<file path="config.mk">
export PLATFORM = sky130hd
export DESIGN_NAME = win3x3_frame_ctrl
export DESIGN_NICKNAME = d
export VERILOG_FILES = /design/src/rtl/win3x3_pkg.sv /design/src/rtl/win3x3_coord_cnt.sv /design/src/rtl/win3x3_frame_ctrl.sv
export SDC_FILE = /design/constraint.sdc
export NUM_CORES = 1
export LEC_CHECK = 0
export CAP_MARGIN = 0
export CORE_ASPECT_RATIO = 0.5
export CORE_MARGIN = 10
export CORE_UTILIZATION = 60
export CTS_BUF_LIST = sky130_fd_sc_hd__clkbuf_4 sky130_fd_sc_hd__clkbuf_8
export CTS_CLUSTER_DIAMETER = 30
export DETAILED_ROUTE_END_ITERATION = 8
export MAX_ROUTING_LAYER = met4
export PLACE_DENSITY = 0.88
export SKIP_CTS_REPAIR_TIMING = 1
export SLEW_MARGIN = 20
export SYNTH_ARGS = -nofsm -noshare
export SYNTH_HDL_FRONTEND = slang
export SYNTH_SLANG_ARGS = --single-unit
</file>
<file path="constraint.sdc">
create_clock -name clk -period 6.06 [get_ports clk]
set_clock_uncertainty 0.1 [all_clocks]
set_input_delay 1.212 -clock clk [delete_from_list [all_inputs] [get_ports clk]]
set_output_delay 1.212 -clock clk [all_outputs]
set_load 0.05 [all_outputs]
</file>
<file path="src/rtl/win3x3_pkg.sv">
// Shared constants and state encoding for the 3x3 window strip controller.
package win3x3_pkg;
  localparam int IMG_W      = 256;
  localparam int STRIP_ROWS = 32;
  localparam int PAD_W      = IMG_W + 2;
  localparam int LOAD_DEPTH = PAD_W * (STRIP_ROWS + 2);
  localparam int NUM_WIN    = IMG_W * STRIP_ROWS;

  localparam int LCNT_W = $clog2(LOAD_DEPTH + 1);
  localparam int RCNT_W = $clog2(NUM_WIN);
  localparam int COL_W  = $clog2(IMG_W);
  localparam int ROW_W  = $clog2(STRIP_ROWS);

  typedef enum logic [2:0] {
    S_IDLE, S_CLEAR, S_LOAD, S_READ, S_DRAIN, S_DONE
  } state_t;
endpackage

</file>
<file path="src/rtl/win3x3_coord_cnt.sv">
// Row/column raster counter: column wraps into the next row, terminal flag on the last cell.
module win3x3_coord_cnt #(
  parameter int COLS  = 256,
  parameter int ROWS  = 32,
  parameter int COL_W = 8,
  parameter int ROW_W = 5
) (
  input  logic             clk,
  input  logic             rst_n,
  input  logic             clr,
  input  logic             en,
  output logic [ROW_W-1:0] row,
  output logic [COL_W-1:0] col,
  output logic             last
);
  logic col_end;
  assign col_end = (col == COL_W'(COLS - 1));
  assign last    = col_end && (row == ROW_W'(ROWS - 1));

  always_ff @(posedge clk) begin
    if (!rst_n || clr) begin
      row <= '0;
      col <= '0;
    end else if (en) begin
      if (col_end) begin
        col <= '0;
        row <= last ? '0 : row + 1'b1;
      end else begin
        col <= col + 1'b1;
      end
    end
  end
endmodule

</file>
<file path="src/rtl/win3x3_frame_ctrl.sv">
// Strip sequencer for the padded 3x3 window buffer: clear, load one padded strip, issue window reads.
module win3x3_frame_ctrl
  import win3x3_pkg::*;
(
  input  logic             clk,
  input  logic             rst_n,
  input  logic             start,
  input  logic             in_valid,
  input  logic [7:0]       in_pixel,
  output logic             in_ready,
  output logic             mem_rst_n,
  output logic             mem_wr,
  output logic [7:0]       mem_wdata,
  output logic             mem_rd,
  input  logic             out_ready,
  output logic             win_valid,
  output logic [ROW_W-1:0] win_row,
  output logic [COL_W-1:0] win_col,
  output logic             busy,
  output logic             done
);
  state_t            state;
  logic [LCNT_W-1:0] load_cnt;
  logic [RCNT_W-1:0] rd_cnt;
  logic [ROW_W-1:0]  iss_row;
  logic [COL_W-1:0]  iss_col;
  logic              iss_last;
  logic              in_load, in_read;

  assign in_load = (state == S_LOAD);
  assign in_read = (state == S_READ);

  // Strobes are gated by rst_n so an aborting reset cycle never touches the buffer.
  assign in_ready  = rst_n & in_load;
  assign mem_wr    = in_ready & in_valid;
  assign mem_wdata = in_load ? in_pixel : '0;
  assign mem_rd    = rst_n & in_read & out_ready;
  assign mem_rst_n = rst_n & (state != S_CLEAR);
  assign busy      = (state != S_IDLE);
  assign done      = (state == S_DONE);

  win3x3_coord_cnt #(
    .COLS (IMG_W),
    .ROWS (STRIP_ROWS),
    .COL_W(COL_W),
    .ROW_W(ROW_W)
  ) u_iss (
    .clk  (clk),
    .rst_n(rst_n),
    .clr  (state == S_CLEAR),
    .en   (mem_rd),
    .row  (iss_row),
    .col  (iss_col),
    .last (iss_last)
  );

  always_ff @(posedge clk) begin
    if (!rst_n) begin
      state     <= S_IDLE;
      load_cnt  <= '0;
      rd_cnt    <= '0;
      win_valid <= 1'b0;
      win_row   <= '0;
      win_col   <= '0;
    end else begin
      // Buffer returns the window one cycle after the read; tag it with the issue coordinates.
      win_valid <= mem_rd;
      if (mem_rd) begin
        win_row <= iss_row;
        win_col <= iss_col;
      end
      case (state)
        S_IDLE:  if (start) state <= S_CLEAR;
        S_CLEAR: begin
          load_cnt <= '0;
          rd_cnt   <= '0;
          state    <= S_LOAD;
        end
        S_LOAD: if (mem_wr) begin
          load_cnt <= load_cnt + 1'b1;
          if (load_cnt == LCNT_W'(LOAD_DEPTH - 1)) state <= S_READ;
        end
        S_READ: if (mem_rd) begin
          rd_cnt <= rd_cnt + 1'b1;
          // Flat count and raster counter must agree on the final window.
          if (rd_cnt == RCNT_W'(NUM_WIN - 1) && iss_last) state <= S_DRAIN;
        end
        S_DRAIN: state <= S_DONE;
        S_DONE:  state <= S_IDLE;
        default: state <= S_IDLE;
      endcase
    end
  end
endmodule
</file>
==> flow_summary_export.csv, run 1 <==
group,metric,value,unit
sta,max_slew_margin,0.5042,
drt,wl_per_cell,15.16,um
drt,drt_wl_total,6.293,mm
power_and_ir_drop,p_per_area,346.6,nW/um2
die,die_h,66.61,um
sta,max_freq,199.7,MHz
grt,grt_antenna_before_repair,0,
placed_design,portBuffers,40,
clock_tree,htreeDepth,3,
sta,fin_crit,5008,ps
die,fp.coreArea,4044,um2
drt,dr.pass1.iters,5,
yosys,yosysWarnings,0,
clock_tree,cts_buffers,9,
drt,drtIter0Drc,273,
clock_tree,cts_tree,"done",
clock_tree,clk_pin_slew_worst_paths,70,ps
finish,fill_cells,265,
sta,tns,0,ps
yosys,synth.cell_area,2606,um2
yosys,netlist_top_cells_area,"dfxtp_1 44%, nand2_1 6.3%, nor2_1 5.8%, xor2_1 5.7%, nand3_1 5.4%",
die,io_pins,41,
drt,vias_per_cell,5.798,
power_and_ir_drop,ir_worst_vdd,226.1,uV
sta,rsz0062_at_grt,"false",
grt,grt_overflow_total,0,
setup_path,arrival,3700,ps
yosys,synth_top_area_frac,0.4378,
yosys,ys_seq_area_frac,0.4378,
drt,via_count,2406,
job,cap_violations,0,
yosys,ys_ff_latch,57,
sta,setup_viol,0,
finish,nets,374,
sta,slew_viol_final,0,
clock_tree,clock_latency,340,ps
yosys,synth_edf_count,0,
setup_path,worstPathRequired,4750,ps
finish,final_common_cell,"dfxtp_1",
power_and_ir_drop,p_total,1.137,mW
finish,diodes,0,
power_and_ir_drop,power.leakage,1.216,nW
sta,finalCritPeriodShare,0.8264,
sta,worst_pin_slew,736.9,ps
grt,grt_first_pass_wirelength,10.65,mm
min_path,holdCritPathClass,"flop to flop",
clock_tree,clockBufferDepth,2,
finish,drive_gt1_frac,0.07479,
yosys,netlist_instances,315,
grt,grt_max_degree,33,
yosys,syn_nets,333,
clock_tree,cts_sinks,57,
setup_path,cp_max_fo,25,
setup_path,crit_type,"input port to output pin",
yosys,ys.flop_type,"dfxtp_1",
placed_design,dp_hpwl,4.261,mm
outcome,status,"complete, no violations",
drt,drc,0,
die,start_util,0.6445,
yosys,yosysTopAreaCell,"dfxtp_1",
yosys,avgSynthCellArea,8.274,um2
finish,final_cell_mix,"57 x dfxtp_1, 44 x nand2_1, 40 x nor2_1",
setup_path,endpoint_kind,"output pin",
clock_tree,cts_root_buf,"clkbuf_8",
die,row_count,16,
yosys,yosysUniqueCellTypes,44,
sta,hold_violations,0,
die,die_x,113.2,um
setup_path,startpoint_type,"input port",
grt,groute.usage.overall,0.1798,
yosys,synthArstFlopShare,0,
grt,grt_pass1_vias,2270,
drt,ant_nets,0,
finish,syn2layout_area_growth,25.83,%
placed_design,place.gp.congestion,0.8623,
die,die-area,7540,um2
worst paths after layout:
| check | startpoint | end | slack (ps) | depth (start not counted) |
|---|---|---|---|---|
| setup / recovery | rst_n | mem_wr | 1050 | 6 |
| hold / removal | win_row[2]$_SDFFE_PN0P_ | win_row[2]$_SDFFE_PN0P_ | 360 | 2 |
| setup reg to reg | u_iss.row[0]$_SDFFE_PN0P_ | state[0]$_SDFFE_PN0P_ | 3750 | 8 |
| hold reg to reg | win_row[2]$_SDFFE_PN0P_ | win_row[2]$_SDFFE_PN0P_ | 360 | 2 |
logic make-up after synthesis:
logic type | after synthesis | synth area share
simple gates | 169 | 0.3226
xor+xnor | 26 | 0.08737
flops | 57 | 0.4378
compound gates | 37 | 0.09313
fa+ha+maj | 5 | 0.02400
buf+inv | 21 | 0.03504
power breakdown:
group | leakage, nW | total (mW) | switching (mW) | internal [mW]
sequential | 0.459 | 0.407 | 0.0220 | 0.385
clock | 0.126 | 0.431 | 0.150 | 0.282
combinational | 0.631 | 0.299 | 0.201 | 0.0978
per-layer routing:
layer,up-vias,global-route usage,share of wire
li1,1173,-,-
met1,1124,0.2026,0.45
met2,98,0.2786,0.45
met3,11,0.06792,0.081
met4,0,0.08962,0.018
met5,-,-,0
cell usage after synthesis, types with 2 or more instances:
cell,number
nand3_1,28
nor3_1,4
nand4_1,12
nor3b_1,2
and2_1,9
a21oi_1,14
nor4_1,4
a31oi_1,2
or2_2,2
xnor2_1,9
o31ai_1,4
or4_1,3
nor2_1,40
nand3b_1,2
dfxtp_1,57
nand2_1,44
nand4b_1,2
and3_1,4
a211oi_1,2
xor2_1,17
o21ai_0,3
a21boi_0,6
inv_1,8
ha_1,5
clkbuf_1,9
nand2b_1,5
flip-flops by register name, summed over array words and instances (netlist names):
| register | cells |
|---|---|
| load_cnt | 14 |
| rd_cnt | 13 |
| state | 3 |
| u_iss.col | 8 |
| u_iss.row | 5 |
| win_col | 8 |
| win_row | 5 |
| win_valid | 1 |
layout make-up:
type / instances / area, um2 / share of cell area
Clock buffer: 10 / 137.6 / 0.04197
Inverter: 8 / 30.03 / 0.009157
Clock inverter: 6 / 105.1 / 0.03205
Tap cell: 54 / 67.56 / 0.02060
Sequential cell: 57 / 1141 / 0.3480
Multi-Input combinational cell: 237 / 1378 / 0.4201
Timing Repair Buffer: 43 / 420.4 / 0.1282
stage by stage:
stage | hold slack [ps] | utilization | setup WS, ps | instance area, um2 | instances
after floorplan | 331.4 | - | 2110 | 2606 | 315
after global placement | 343.5 | 0.7509 | 1144 | 3037 | 399
after detailed placement | 345.6 | 0.7509 | 1096 | 3037 | 399
after CTS | 356.6 | 0.8110 | 1080 | 3279 | 415
after global routing | 388.0 | 0.8110 | 935.6 | 3279 | 415
final | 355.5 | 0.8110 | 1052 | 3279 | 415
critical path: stages:
cell             delay (ps)
clkdlybuf4s50_1         450
buf_4                   250
nand4b_1                220
a21oi_1                 510
and2_1                  220
clkdlybuf4s50_1         810
Note: power is estimated with default switching activity, not from simulation.
==> run 2: changes to the inputs <==
CORE_UTILIZATION = 55   (was 60)
PLACE_DENSITY = 0.81   (was 0.88)
clock period = 4.8 ns   (was 6.06 ns; I/O delays follow)
==> flow_summary_export.csv, run 2 (synthesis gave the netlist of run 1 again) <==
group,metric,value,unit
outcome,status,"complete, no violations",
sta,slew_viol_final,0,
setup_path,slowest_delay,840,ps
setup_path,rr_startpoint,"u_iss.row[0]$_SDFFE_PN0P_",
setup_path,cp_common_cell,"clkdlybuf4s50_1",
finish,final_common_cell,"dfxtp_1",
grt,gr-usage-met3,0.08016,
clock_tree,clk_pin_slew_worst_paths,70,ps
setup_path,arrival,3060,ps
clock_tree,cts_root_buf,"clkbuf_8",
power_and_ir_drop,internal_power,0.8175,mW
setup_path,cp_max_fo,14,
placed_design,dp_slack,686.2,ps
clock_tree,htreeDepth,3,
setup_path,endpoint_kind,"output pin",
grt,grt_pass1_vias,2162,
drt,vias_per_cell,5.526,
setup_path,slowest_stage,"clkdlybuf4s50_1",
placed_design,place.gp.congestion,0.8441,
sta,rsz0062_at_grt,"false",
grt,grt_antenna_before_repair,0,
grt,grt_overflow_total,0,
power_and_ir_drop,p_clk_frac,0.308,
min_path,min_from,"win_col[7]$_SDFFE_PN0P_",
sta,max_freq,242.6,MHz
finish,largest_reg_flops,14,
sta,hold_violations,0,
grt,use_met2,0.2500,
drt,wl_per_cell,14.22,um
grt,grt_first_pass_wirelength,9.936,mm
setup_path,startpoint_type,"input port",
sta,setup_viol,0,
finish,top_regs,"load_cnt: 14 flops, rd_cnt: 13 flops",
finish,nets,375,
die,fp.coreArea,4488,um2
setup_path,worstPathRequired,3740,ps
power_and_ir_drop,ir_worst_vdd,298.7,uV
drt,drc,0,
drt,via_count,2365,
placed_design,portBuffers,40,
die,row_count,17,
grt,grt.busiest_layer,"met2",
clock_tree,clockBufferDepth,2,
setup_path,path_cells,"clkdlybuf4s50_1 -> inv_1 -> nor3_1 -> clkdlybuf4s50_1",
drt,drt_wl_total,6.086,mm
finish,syn2layout_area_growth,24.92,%
sta,finalCritPeriodShare,0.8586,
sta,max_slew_margin,0.5193,
sta,tns,0,ps
clock_tree,cts_sinks,57,
finish,finalNonFillerCells,428,
grt,grt_util_met1,0.1720,
setup_path,cp-startpoint,"rst_n",
drt,ant_nets,0,
placed_design,dp_hpwl,4.390,mm
min_path,holdCritPathClass,"flop to flop",
clock_tree,cts_tree,"done",
power_and_ir_drop,p_switching,0.4600,mW
grt,grt_max_degree,33,
sta,fin_crit,4121,ps
placed_design,placed_cells,412,
clock_tree,cts_buffers,9,
power_and_ir_drop,p_seq_frac,0.399,
setup_path,cp_top_family,"buffers and inverters",
drt,dr.pass1.iters,4,
job,cap_violations,0,
power_and_ir_drop,p_per_area,392.4,nW/um2
drt,drtIter0Drc,173,
finish,drive_gt1_frac,0.08287,
sta,hold-worst-slack,363.2,ps
grt,groute.usage.overall,0.1574,
die,die_h,68.68,um
finish,final_cell_mix,"57 x dfxtp_1, 44 x nand2_1, 40 x nor2_1",
power_and_ir_drop,power.leakage,1.197,nW
sta,worst_pin_slew,714.4,ps
finish,registers.top_by_ff_count,"load_cnt",
die,start_util,0.5807,
setup_path,critical_path_buf_inv_count,3,
finish,diodes,0,
power_and_ir_drop,sw_frac_of_total,0.3601,
setup_path,crit_type,"input port to output pin",
die,die_x,117.4,um
power_and_ir_drop,pwr-share-comb,0.292,
sta,setup_ws,678.6,ps
die,io_pins,41,
clock_tree,clock_latency,350,ps
die,die-area,8059,um2
[run 2: changes by cell type in the layout (fill, tap and decap cells not counted), sizes merged]
cell,delta
buf,+3
bufinv,-3
clkbuf,+1
clkdlybuf4s50,-2
clkinv,+1
clkinvlp,+1
[run 2: metrics by stage]
stage          utilization  area, um2  total power, mW
4_1_cts             0.7254       3256            1.287
5_1_grt             0.7254       3256            1.338
3_3_place_gp        0.6861       3079           0.8874
3_5_place_dp        0.6861       3079           0.8929
6_report            0.7254       3256            1.277
2_1_floorplan            -       2606           0.7788
[run 2: power groups by stage]
stage	Combinational (mW)	Clock (mW)	Sequential [mW]
3_3_place_gp	0.368	0	0.519
6_report	0.374	0.394	0.510
3_5_place_dp	0.373	0	0.520
2_1_floorplan	0.273	0	0.506
5_1_grt	0.399	0.426	0.513
4_1_cts	0.375	0.402	0.510
[run 2: final timing paths]
path	to	slack (ps)	depth (start not counted)
worst max register to register	state[2]$_SDFFE_PN0P_	2590	8
worst min-delay path	win_col[7]$_SDFFE_PN0P_	360	2
worst min register to register	win_col[7]$_SDFFE_PN0P_	360	2
worst max-delay path	in_ready	680	4
[run 2: tightest hold or removal path: stages, from the launching register on]
cell,delay (ps)
dfxtp_1,310
nand3_1,70
nand2_1,50
[run 2: area by class of cell]
type	count	area [um2]
clock inverters	5	31.28
clock buffers	11	145.1
multi-input cells	237	1378
flip-flops and latches	57	1141
well taps	66	82.58
inverters	8	30.03
fillers	350	1232
repair buffers	44	447.9
[run 2: per-layer routing]
metal / share of wire / up-vias
met2: 0.45 / 88
met1: 0.45 / 1098
met5: 0 / -
met4: 0.011 / 0
met3: 0.086 / 6
li1: - / 1173
==> run 3: changes to the inputs <==
CTS_CLUSTER_DIAMETER = default   (was 30)
==> results of run 3 <==
Same layout as run 2: the final DEF is identical, and so are final timing and power.
